**config.mk**
```make
export PLATFORM = sky130hd
export DESIGN_NAME = sync_fifo
export DESIGN_NICKNAME = d
export VERILOG_FILES = /design/src/rtl/sync_fifo.sv
export SDC_FILE = /design/constraint.sdc
export NUM_CORES = 1
export LEC_CHECK = 0
export CAP_MARGIN = 30
export CORE_MARGIN = 1
export CORE_UTILIZATION = 55
export CTS_BUF_LIST = sky130_fd_sc_hd__clkbuf_4
export DETAILED_ROUTE_END_ITERATION = 10
export PLACE_DENSITY = 0.77
export SLEW_MARGIN = 40
export SYNTH_ARGS = -nofsm -noshare
export SYNTH_HDL_FRONTEND = slang
export SYNTH_SLANG_ARGS = --single-unit
```
**constraint.sdc**
```tcl
create_clock -name CLK -period 6.35 [get_ports CLK]
set_input_delay 0.635 -clock CLK [delete_from_list [all_inputs] [get_ports CLK]]
set_output_delay 0.635 -clock CLK [all_outputs]
set_load 0.005 [all_outputs]
```
**src/rtl/sync_fifo.sv**
```systemverilog
// Single-clock FIFO with occupancy count, programmable almost-full/empty thresholds,
// overflow/underflow pulses and an optional first-word-fall-through read port.
module sync_fifo #(
  parameter int unsigned DATA_WIDTH = 8,
  parameter int unsigned ADDR_WIDTH = 3,
  parameter int unsigned AF_LEVEL   = 6,
  parameter int unsigned AE_LEVEL   = 1,
  parameter int unsigned FWFT       = 0
) (
  input  logic                  CLK,
  input  logic                  RST,
  input  logic [DATA_WIDTH-1:0] WR_DATA,
  input  logic                  W_INC,
  input  logic                  R_INC,
  output logic [DATA_WIDTH-1:0] RD_DATA,
  output logic                  FULL,
  output logic                  EMPTY,
  output logic                  ALMOST_FULL,
  output logic                  ALMOST_EMPTY,
  output logic [ADDR_WIDTH:0]   COUNT,
  output logic                  OVERFLOW,
  output logic                  UNDERFLOW
);

  localparam int unsigned Depth = 1 << ADDR_WIDTH;
  localparam logic [ADDR_WIDTH:0] DepthC = (ADDR_WIDTH+1)'(Depth);
  localparam logic [ADDR_WIDTH:0] AfC    = (ADDR_WIDTH+1)'(AF_LEVEL);
  localparam logic [ADDR_WIDTH:0] AeC    = (ADDR_WIDTH+1)'(AE_LEVEL);

  logic [DATA_WIDTH-1:0] mem [Depth];
  logic [ADDR_WIDTH-1:0] wptr_q, wptr_d;
  logic [ADDR_WIDTH-1:0] rptr_q, rptr_d;
  logic [ADDR_WIDTH:0]   count_q, count_d;
  logic                  ovf_q, udf_q;
  logic                  wr_acc, rd_acc;

  // Acceptance looks only at pre-edge flags; a write never takes the slot a read frees.
  assign wr_acc = W_INC & ~FULL;
  assign rd_acc = R_INC & ~EMPTY;

  always_comb begin
    wptr_d  = wptr_q;
    rptr_d  = rptr_q;
    count_d = count_q;
    if (wr_acc) wptr_d = wptr_q + ADDR_WIDTH'(1);
    if (rd_acc) rptr_d = rptr_q + ADDR_WIDTH'(1);
    case ({wr_acc, rd_acc})
      2'b10:   count_d = count_q + (ADDR_WIDTH+1)'(1);
      2'b01:   count_d = count_q - (ADDR_WIDTH+1)'(1);
      default: count_d = count_q;
    endcase
  end

  always_ff @(posedge CLK) begin
    if (RST) begin
      wptr_q  <= '0;
      rptr_q  <= '0;
      count_q <= '0;
      ovf_q   <= 1'b0;
      udf_q   <= 1'b0;
    end else begin
      wptr_q  <= wptr_d;
      rptr_q  <= rptr_d;
      count_q <= count_d;
      ovf_q   <= W_INC & FULL;
      udf_q   <= R_INC & EMPTY;
    end
  end

  // Storage is deliberately not cleared by reset.
  always_ff @(posedge CLK) begin
    if (!RST && wr_acc) mem[wptr_q] <= WR_DATA;
  end

  generate
    if (FWFT == 0) begin : g_std_read
      logic [DATA_WIDTH-1:0] rd_q;
      always_ff @(posedge CLK) begin
        if (RST)         rd_q <= '0;
        else if (rd_acc) rd_q <= mem[rptr_q];
      end
      assign RD_DATA = rd_q;
    end else begin : g_fwft_read
      assign RD_DATA = EMPTY ? '0 : mem[rptr_q];
    end
  endgenerate

  assign COUNT        = count_q;
  assign FULL         = (count_q == DepthC);
  assign EMPTY        = (count_q == '0);
  assign ALMOST_FULL  = (count_q >= AfC);
  assign ALMOST_EMPTY = (count_q <= AeC);
  assign OVERFLOW     = ovf_q;
  assign UNDERFLOW    = udf_q;

endmodule

```
Word level (Yosys, flattened, before mapping)
Memories as Yosys holds them, arrays and structs flattened. A register that Yosys moved wholly into a read port is not among the register bits.
Cells that the tools add are included.
Storage, ports and cells
  bits of input ports: 12
  word-level logic and storage cells: 28
  RAM bits: 64
  flip-flop bits (word level): 12
  memories: 1
Memory list
  mem: words 8, width 8, rd ports 1, clocked after memory_dff 1, write ports 1, line 30  | logic [DATA_WIDTH-1:0] mem [Depth];
Cells by class
  order comparisons: 2
  add/sub/neg operators: 4
  reduce and logical (&&, ||, !) cells: 4
  bitwise logic cells: 6
  eq/ne operators: 3
  muxes and demuxes: 3
Operators with widths (number)
  one-hot mux 4 bit (2 select lines): 1
  adder 3 x 1 -> 3 bit, second input constant: 2
  adder 4 x 1 -> 4 bit, second input constant: 1
  bitwise AND 1 bit: 4
  == test 4 bit, second input constant: 1
  greater-or-equal comparator 4 x 3 -> 1 bit, second input constant: 1
  less-or-equal comparator 4 x 1 -> 1 bit, second input constant: 1
  logical NOT 4 bit: 1
  subtractor 4 x 1 -> 4 bit, second input constant: 1
  == test 2 x 1 -> 1 bit, second input constant: 1
  == test 2 bit, second input constant: 1
  two-way mux 1 bit: 2
  NOT 1 bit: 2
  nonzero test 2 bit: 1
  logical AND 1 bit: 1
  logical NOT 1 bit: 1

Longest topological paths before layout
Gate-level depths: netlist of the first run.
  depth after elaboration: 6
  mapped depth: 11

Worst setup path after synthesis of the first run
OpenSTA, ideal clock, no wires.
  path type: flip-flop to flip-flop
  start: register count_q[0], in the netlist COUNT[0]
  end: register count_q[3], in the netlist COUNT[3]
  buffers on the path: 1
  data required time: 6.222 ns
  arrival: 2.234 ns
  cell stages (with the launch flop): 12
  setup slack: 3.988 ns
  setup time: 0.128 ns
  cells stage by stage: dfxtp_1 inv_1 ha_1 or3b_1 buf_2 nand2_1 inv_1 ha_1 or4b_1 a21oi_1 xnor2_1 nor2_1
On the way
  cells in the longest elaborated chain, start to end: 5
Ends and longest elaborated chain
  start: declaration: line 33  | logic [ADDR_WIDTH:0] count_q, count_d;
  start signal: assignment: line 64  | count_q <= count_d;
  logical NOT 4 bit (*): line 90  | assign EMPTY = (count_q == '0);
  NOT 1 bit (*): line 39  | assign rd_acc = R_INC & ~EMPTY;
  bitwise AND 1 bit (*): line 39
  via rd_acc: line 35  | logic wr_acc, rd_acc;
  == test 2 x 1 -> 1 bit / == test 2 bit (equally long branches): line 47  | case ({wr_acc, rd_acc})
  one-hot mux 4 bit (2 select lines) / nonzero test 2 bit (equally long branches)
The timed path passes the listed nets; every way through them passes the cells marked *.
A chain may end at the register's enable or synchronous reset.

Worst setup path after layout of the first run
  start: register count_q[0], in the netlist COUNT[0]
  end: output port EMPTY
On the way
  cells in the longest elaborated chain, start to end: 1
Ends and longest elaborated chain
  logical NOT 4 bit: line 90
  end: declaration: line 17  | output logic EMPTY,
No other way between the ends.

==> impl_metrics.ini, run 1 <==
[run_status]
status = finished, final reports clean

[worst_setup_path]
crit_path_start_kind = flip-flop
crit_path_end_kind = primary output
worstPathCellList = inv_1 > ha_1 > or3b_1 > inv_2 > clkdlybuf4s50_1
setup.worst_path.class = flip-flop to primary output
arrival_ns = 2.29
slowest_delay_ns = 0.51
cpMaxStageDelayCell = or3b_1
critical_path.max_fanout = 7
required_ns = 5.71

[placed_design]
io_buffers = 29
dp_hpwl_mm = 4.19
gp_congestion = 0.792
dpl_cell_area_um2 = 3730

[route]
wire_per_inst_um = 18.1
vias = 1912
first_iter_violations = 163
drc_errors = 0
antenna_left = 0
dr.pass1.iters = 4
routed_wl_mm = 6.04
routed_via_density = 5.72

[floorplan]
dieArea_um2 = 6470
die_w_um = 80.4
rows = 28
die_y_um = 80.4
start_util_pct = 57.1
core_area_um2 = 5920
io_pins = 30

[pwr]
power_density_nw_per_um2 = 343
peakVddDrop_v = 0.000213
p_leak_uw = 0.00129

[timing]
tns_ns = 0
finalSetupViolCount = 0
finalMaxSlewViolations = 0
slew-limit-headroom_pct = 49.1
worstMarginPinSlew_ns = 0.761
max_freq_mhz = 342
hold_viol = 0
finalCritPeriodShare_pct = 46.1
period_needed_ns = 2.93
rsz0062_at_grt = no
finalClockSkew_ns = 0.00580

[finish]
layout_common_cells = edfxtp_1, mux2i_1, clkdlybuf4s50_1, dfxtp_1
drive_gt1_share_pct = 9.65
final_common_cell = edfxtp_1
area.growth.synth_to_final_pct = 14.2
finalNetCount = 273
n_antenna_cell = 0
fin_area_um2 = 3860
final_util_pct = 65.2

[cts]
cts_sinks = 84
numCtsBuffers = 9
clk_pin_slew_ns = 0.12
ctsHoldBuffers = 0
clock_path_buffers = 2
cts_root_buf = clkbuf_4
post_cts_resized = 0
cts_tree = done
cts_setup_buffers = 0
cts-htree-levels = 3
clock_latency_ns = 0.40

[global_routing]
grt_pass1_wl_mm = 9.43
grt_usage_pct = 20.9
antenna_found_initial = 0
grt_remaining_overflow = 0
grt_pass1_vias = 1798
grt_max_degree = 35

[synthesis]
async_flop_share_pct = 0
synth_cell_types = 35
synth_nets = 242
synth_edf_count = 64
syn_area_um2 = 3380
netlist.top_cell.by_area = edfxtp_1
postSynthCellCount = 223
netlist_top_cells_area = edfxtp_1, dfxtp_1, mux2i_1
ys.flop_type = edfxtp_1
synth-seq-area-share_pct = 68.7
synth.yosys.warnings = 0
synth_seq_cells = 84
syn_avg_cell_area_um2 = 15.2
synth_top_area_share_pct = 56.8

[min_path]
hold_class = flip-flop to flip-flop

[run]
cap_violations = 0
[path summary, 6_finish.rpt]
check | from | endpoint | slack [ns] | cells after the start
min | RD_DATA[5]$_SDFFE_PP0P_ | RD_DATA[5]$_SDFFE_PP0P_ | 0.48 | 1
min reg2reg | RD_DATA[5]$_SDFFE_PP0P_ | RD_DATA[5]$_SDFFE_PP0P_ | 0.48 | 1
max reg2reg | COUNT[0]$_SDFFE_PP0P_ | COUNT[3]$_SDFFE_PP0P_ | 3.69 | 10
max | COUNT[0]$_SDFFE_PP0P_ | EMPTY | 3.42 | 5
[where the power goes]
part	internal [µW]	switching (µW)
clock	118	170
combinational	186	140
sequential	632	77.7
[state kept, by name, summed over array words and instances (netlist names)]
signal and count:
mem 64, rptr_q 3, COUNT 4, UNDERFLOW 1, RD_DATA 8, OVERFLOW 1
wptr_q 3
[synthesized netlist by cell type (4+ instances only)]
cell type,n
a21oi_1,4
a22oi_1,16
a32o_1,7
dfxtp_1,20
edfxtp_1,64
ha_1,7
mux2i_1,33
nand2_1,6
nand2b_1,4
nand3_1,5
nor2_1,16
xor2_1,6
[through the flow]
step,power [µW],hold slack (ns),instances,setup WS [ns]
4_1_cts,1330,0.483,334,3.38
2_1_floorplan,922,0.465,223,3.99
5_1_grt,1400,0.503,334,3.28
3_3_place_gp,1050,0.446,318,3.32
3_5_place_dp,1050,0.455,318,3.35
6_report,1320,0.480,334,3.42
[worst max-delay path: cells and delay by family (launching register included)]
kind | cells | cell delay [ns]
flip-flops | 1 | 0.40
AND/OR/NAND/NOR | 1 | 0.51
adder cells (fa/ha/maj) | 1 | 0.27
buffers and inverters | 3 | 0.71
[cell families (layout without fill, tap and decap cells)]
kind of cell / Yosys count / after routing / share of synthesized area, %
flip-flops: 84 / 84 / 68.7
AND/OR/NAND/NOR: 47 / 47 / 7.99
multiplexers: 33 / 33 / 9.77
AO/OA/AOI/OAI: 31 / 31 / 7.21
buffers and inverters: 14 / 50 / 1.96
adder cells (fa/ha/maj): 7 / 7 / 2.59
XOR/XNOR: 7 / 7 / 1.81
[layer usage]
metal  GRT usage, %  routed length (µm)  vias to the layer above
met3           5.11                 222                        9
met5              0                   0                        -
met2           33.6                3040                       42
li1               -                   -                      918
met4           6.61                  71                        0
met1           27.9                2710                      943
[layout make-up]
type,count,area (µm²)
Sequential cell,84,2330
Fill cell,435,2060
Multi-Input combinational cell,125,998
Timing Repair Buffer,29,290
Tap cell,75,93.8
Clock buffer,9,67.6
Clock inverter,7,67.6
Inverter,5,18.8
Power figures use the tool's default switching activity.
==> run 2, diff against run 1 <==
--- a/config.mk
+++ b/config.mk
@@ -7,7 +7,7 @@
 export LEC_CHECK = 0
 export CAP_MARGIN = 30
 export CORE_MARGIN = 1
-export CORE_UTILIZATION = 55
+export CORE_UTILIZATION = 53
 export CTS_BUF_LIST = sky130_fd_sc_hd__clkbuf_4
 export DETAILED_ROUTE_END_ITERATION = 10
 export PLACE_DENSITY = 0.77
==> constraint.sdc (replaced) <==
create_clock -name CLK -period 2.4 [get_ports CLK]
set_input_delay 0.24 -clock CLK [delete_from_list [all_inputs] [get_ports CLK]]
set_output_delay 0.24 -clock CLK [all_outputs]
set_load 0.005 [all_outputs]
==> impl_metrics.ini, run 2 (synthesis gave the netlist of run 1 again) <==
[cts]
cts-htree-levels = 3
cts_tree = done
numCtsBuffers = 9
clock_path_buffers = 2
clk_pin_slew_ns = 0.13
ctsHoldBuffers = 0
clock_latency_ns = 0.41
cts_root_buf = clkbuf_4
cts_sinks = 84

[floorplan]
die_w_um = 81.9
die_y_um = 81.9
rows = 28
core_area_um2 = 6030
start_util_pct = 56.1
dieArea_um2 = 6700
io_pins = 30

[timing]
period_needed_ns = 2.19
hold_viol = 0
worstMarginPinSlew_ns = 0.728
finalClockSkew_ns = 0.0153
tns_ns = 0
max_freq_mhz = 456
hold_ws_ns = 0.483
finalSetupViolCount = 0
layout_setup_ws_ns = 0.208
finalCritPeriodShare_pct = 91.3
finalMaxSlewViolations = 0
slew-limit-headroom_pct = 51.3
rsz0062_at_grt = no

[worst_setup_path]
crit_path_start_kind = flip-flop
critical_path.max_fanout = 4
setup.worst_path.class = flip-flop to flip-flop
cpMaxStageDelayCell = or3_2
worstPathCellList = inv_2 > ha_2 > or3b_4 > nand2_1 > inv_1 > ha_1 > mux2i_1 > or3_2 > a21oi_1
slowest_delay_ns = 0.41
required_ns = 2.75
worst-path-buf-inv = 2
crit_path_end_kind = flip-flop
arrival_ns = 2.54
cp_top_family = simple AND/OR/NAND/NOR gates

[pwr]
power_density_nw_per_um2 = 905
finalPower_uw = 3630
peakVddDrop_v = 0.000582
p_leak_uw = 0.00138

[global_routing]
grt_remaining_overflow = 0
grt_usage_pct = 21.5
grt_pass1_vias = 2002
grt_pass1_wl_mm = 10.1
antenna_found_initial = 0
grt_max_degree = 21

[route]
top_layer_used = met4
antenna_left = 0
dr_wl_met3_um = 344
met2WireLength_mm = 3.20
first_iter_violations = 82
met1_length_mm = 2.72
routed_via_density = 5.60
vias = 1966
wire_per_inst_um = 18.0
routed_wl_mm = 6.33
drc_errors = 0
dr.pass1.iters = 4

[finish]
n_antenna_cell = 0
layout_common_cells = edfxtp_1, mux2i_1, clkdlybuf4s50_1, dfxtp_1
drive_gt1_share_pct = 16.3
finalNetCount = 290
top_register = mem
fin_cells = 351
area.growth.synth_to_final_pct = 18.5
final_common_cell = edfxtp_1
largest_reg_flops = 64

[placed_design]
gp_congestion = 0.780
dp_cells = 334
dp_hpwl_mm = 4.11
dp_slack_ns = 0.145
io_buffers = 29

[run_status]
status = finished, final reports clean

[min_path]
hold_class = flip-flop to flip-flop

[run]
cap_violations = 0
run 2: area by class of cell:
cell class | instances | area (µm²)
repair buffers | 46 | 433
fillers | 440 | 2020
inverters | 5 | 18.8
flip-flops and latches | 84 | 2330
multi-input cells | 125 | 998
clock buffers | 11 | 82.6
well taps | 75 | 93.8
clock inverters | 5 | 52.6
run 2: worst paths after layout:
| check | slack, ns | end | depth (start not counted) | from |
|---|---|---|---|---|
| worst min-delay path | 0.48 | RD_DATA[4]$_SDFFE_PP0P_ | 1 | RD_DATA[4]$_SDFFE_PP0P_ |
| worst min register to register | 0.48 | RD_DATA[4]$_SDFFE_PP0P_ | 1 | RD_DATA[4]$_SDFFE_PP0P_ |
| worst max-delay path | 0.21 | COUNT[2]$_SDFFE_PP0P_ | 9 | COUNT[1]$_SDFFE_PP0P_ |
| worst max register to register | 0.21 | COUNT[2]$_SDFFE_PP0P_ | 9 | COUNT[1]$_SDFFE_PP0P_ |
run 2: report_power, final:
group	internal, µW	leakage [µW]	switching [µW]
logic	582	0.000570	461
clock network	335	0.0000682	453
registers	1670	0.000743	125
run 2: layer usage:
metal  vias to the layer above  track usage, %
li1                        949               -
met4                         0            5.79
met3                         7            5.33
met5                         -               0
met2                        44            35.9
met1                       966            27.9
run 2: timing repair:
item / CTS / global route
gates resized for setup: 2 / 5
hold endpoints to repair: 0 / 0
setup endpoints to repair: 1 / 2
pin swaps: 0 / 0
buffers inserted: 1 / 0
run 2: worst register-to-register path: stages (launching register included):
cell and delay, ns:
dfxtp_4 0.37, inv_2 0.06, ha_2 0.17, or3b_4 0.37, nand2_1 0.15, inv_1 0.06, ha_1 0.23, mux2i_1 0.15
or3_2 0.41, a21oi_1 0.15
run 2: through the flow:
step	util, %	cell area, µm²
4_1_cts	66.4	4000
2_1_floorplan	-	3380
3_3_place_gp	63.9	3850
5_1_grt	66.5	4010
3_5_place_dp	63.9	3850
6_report	66.5	4010
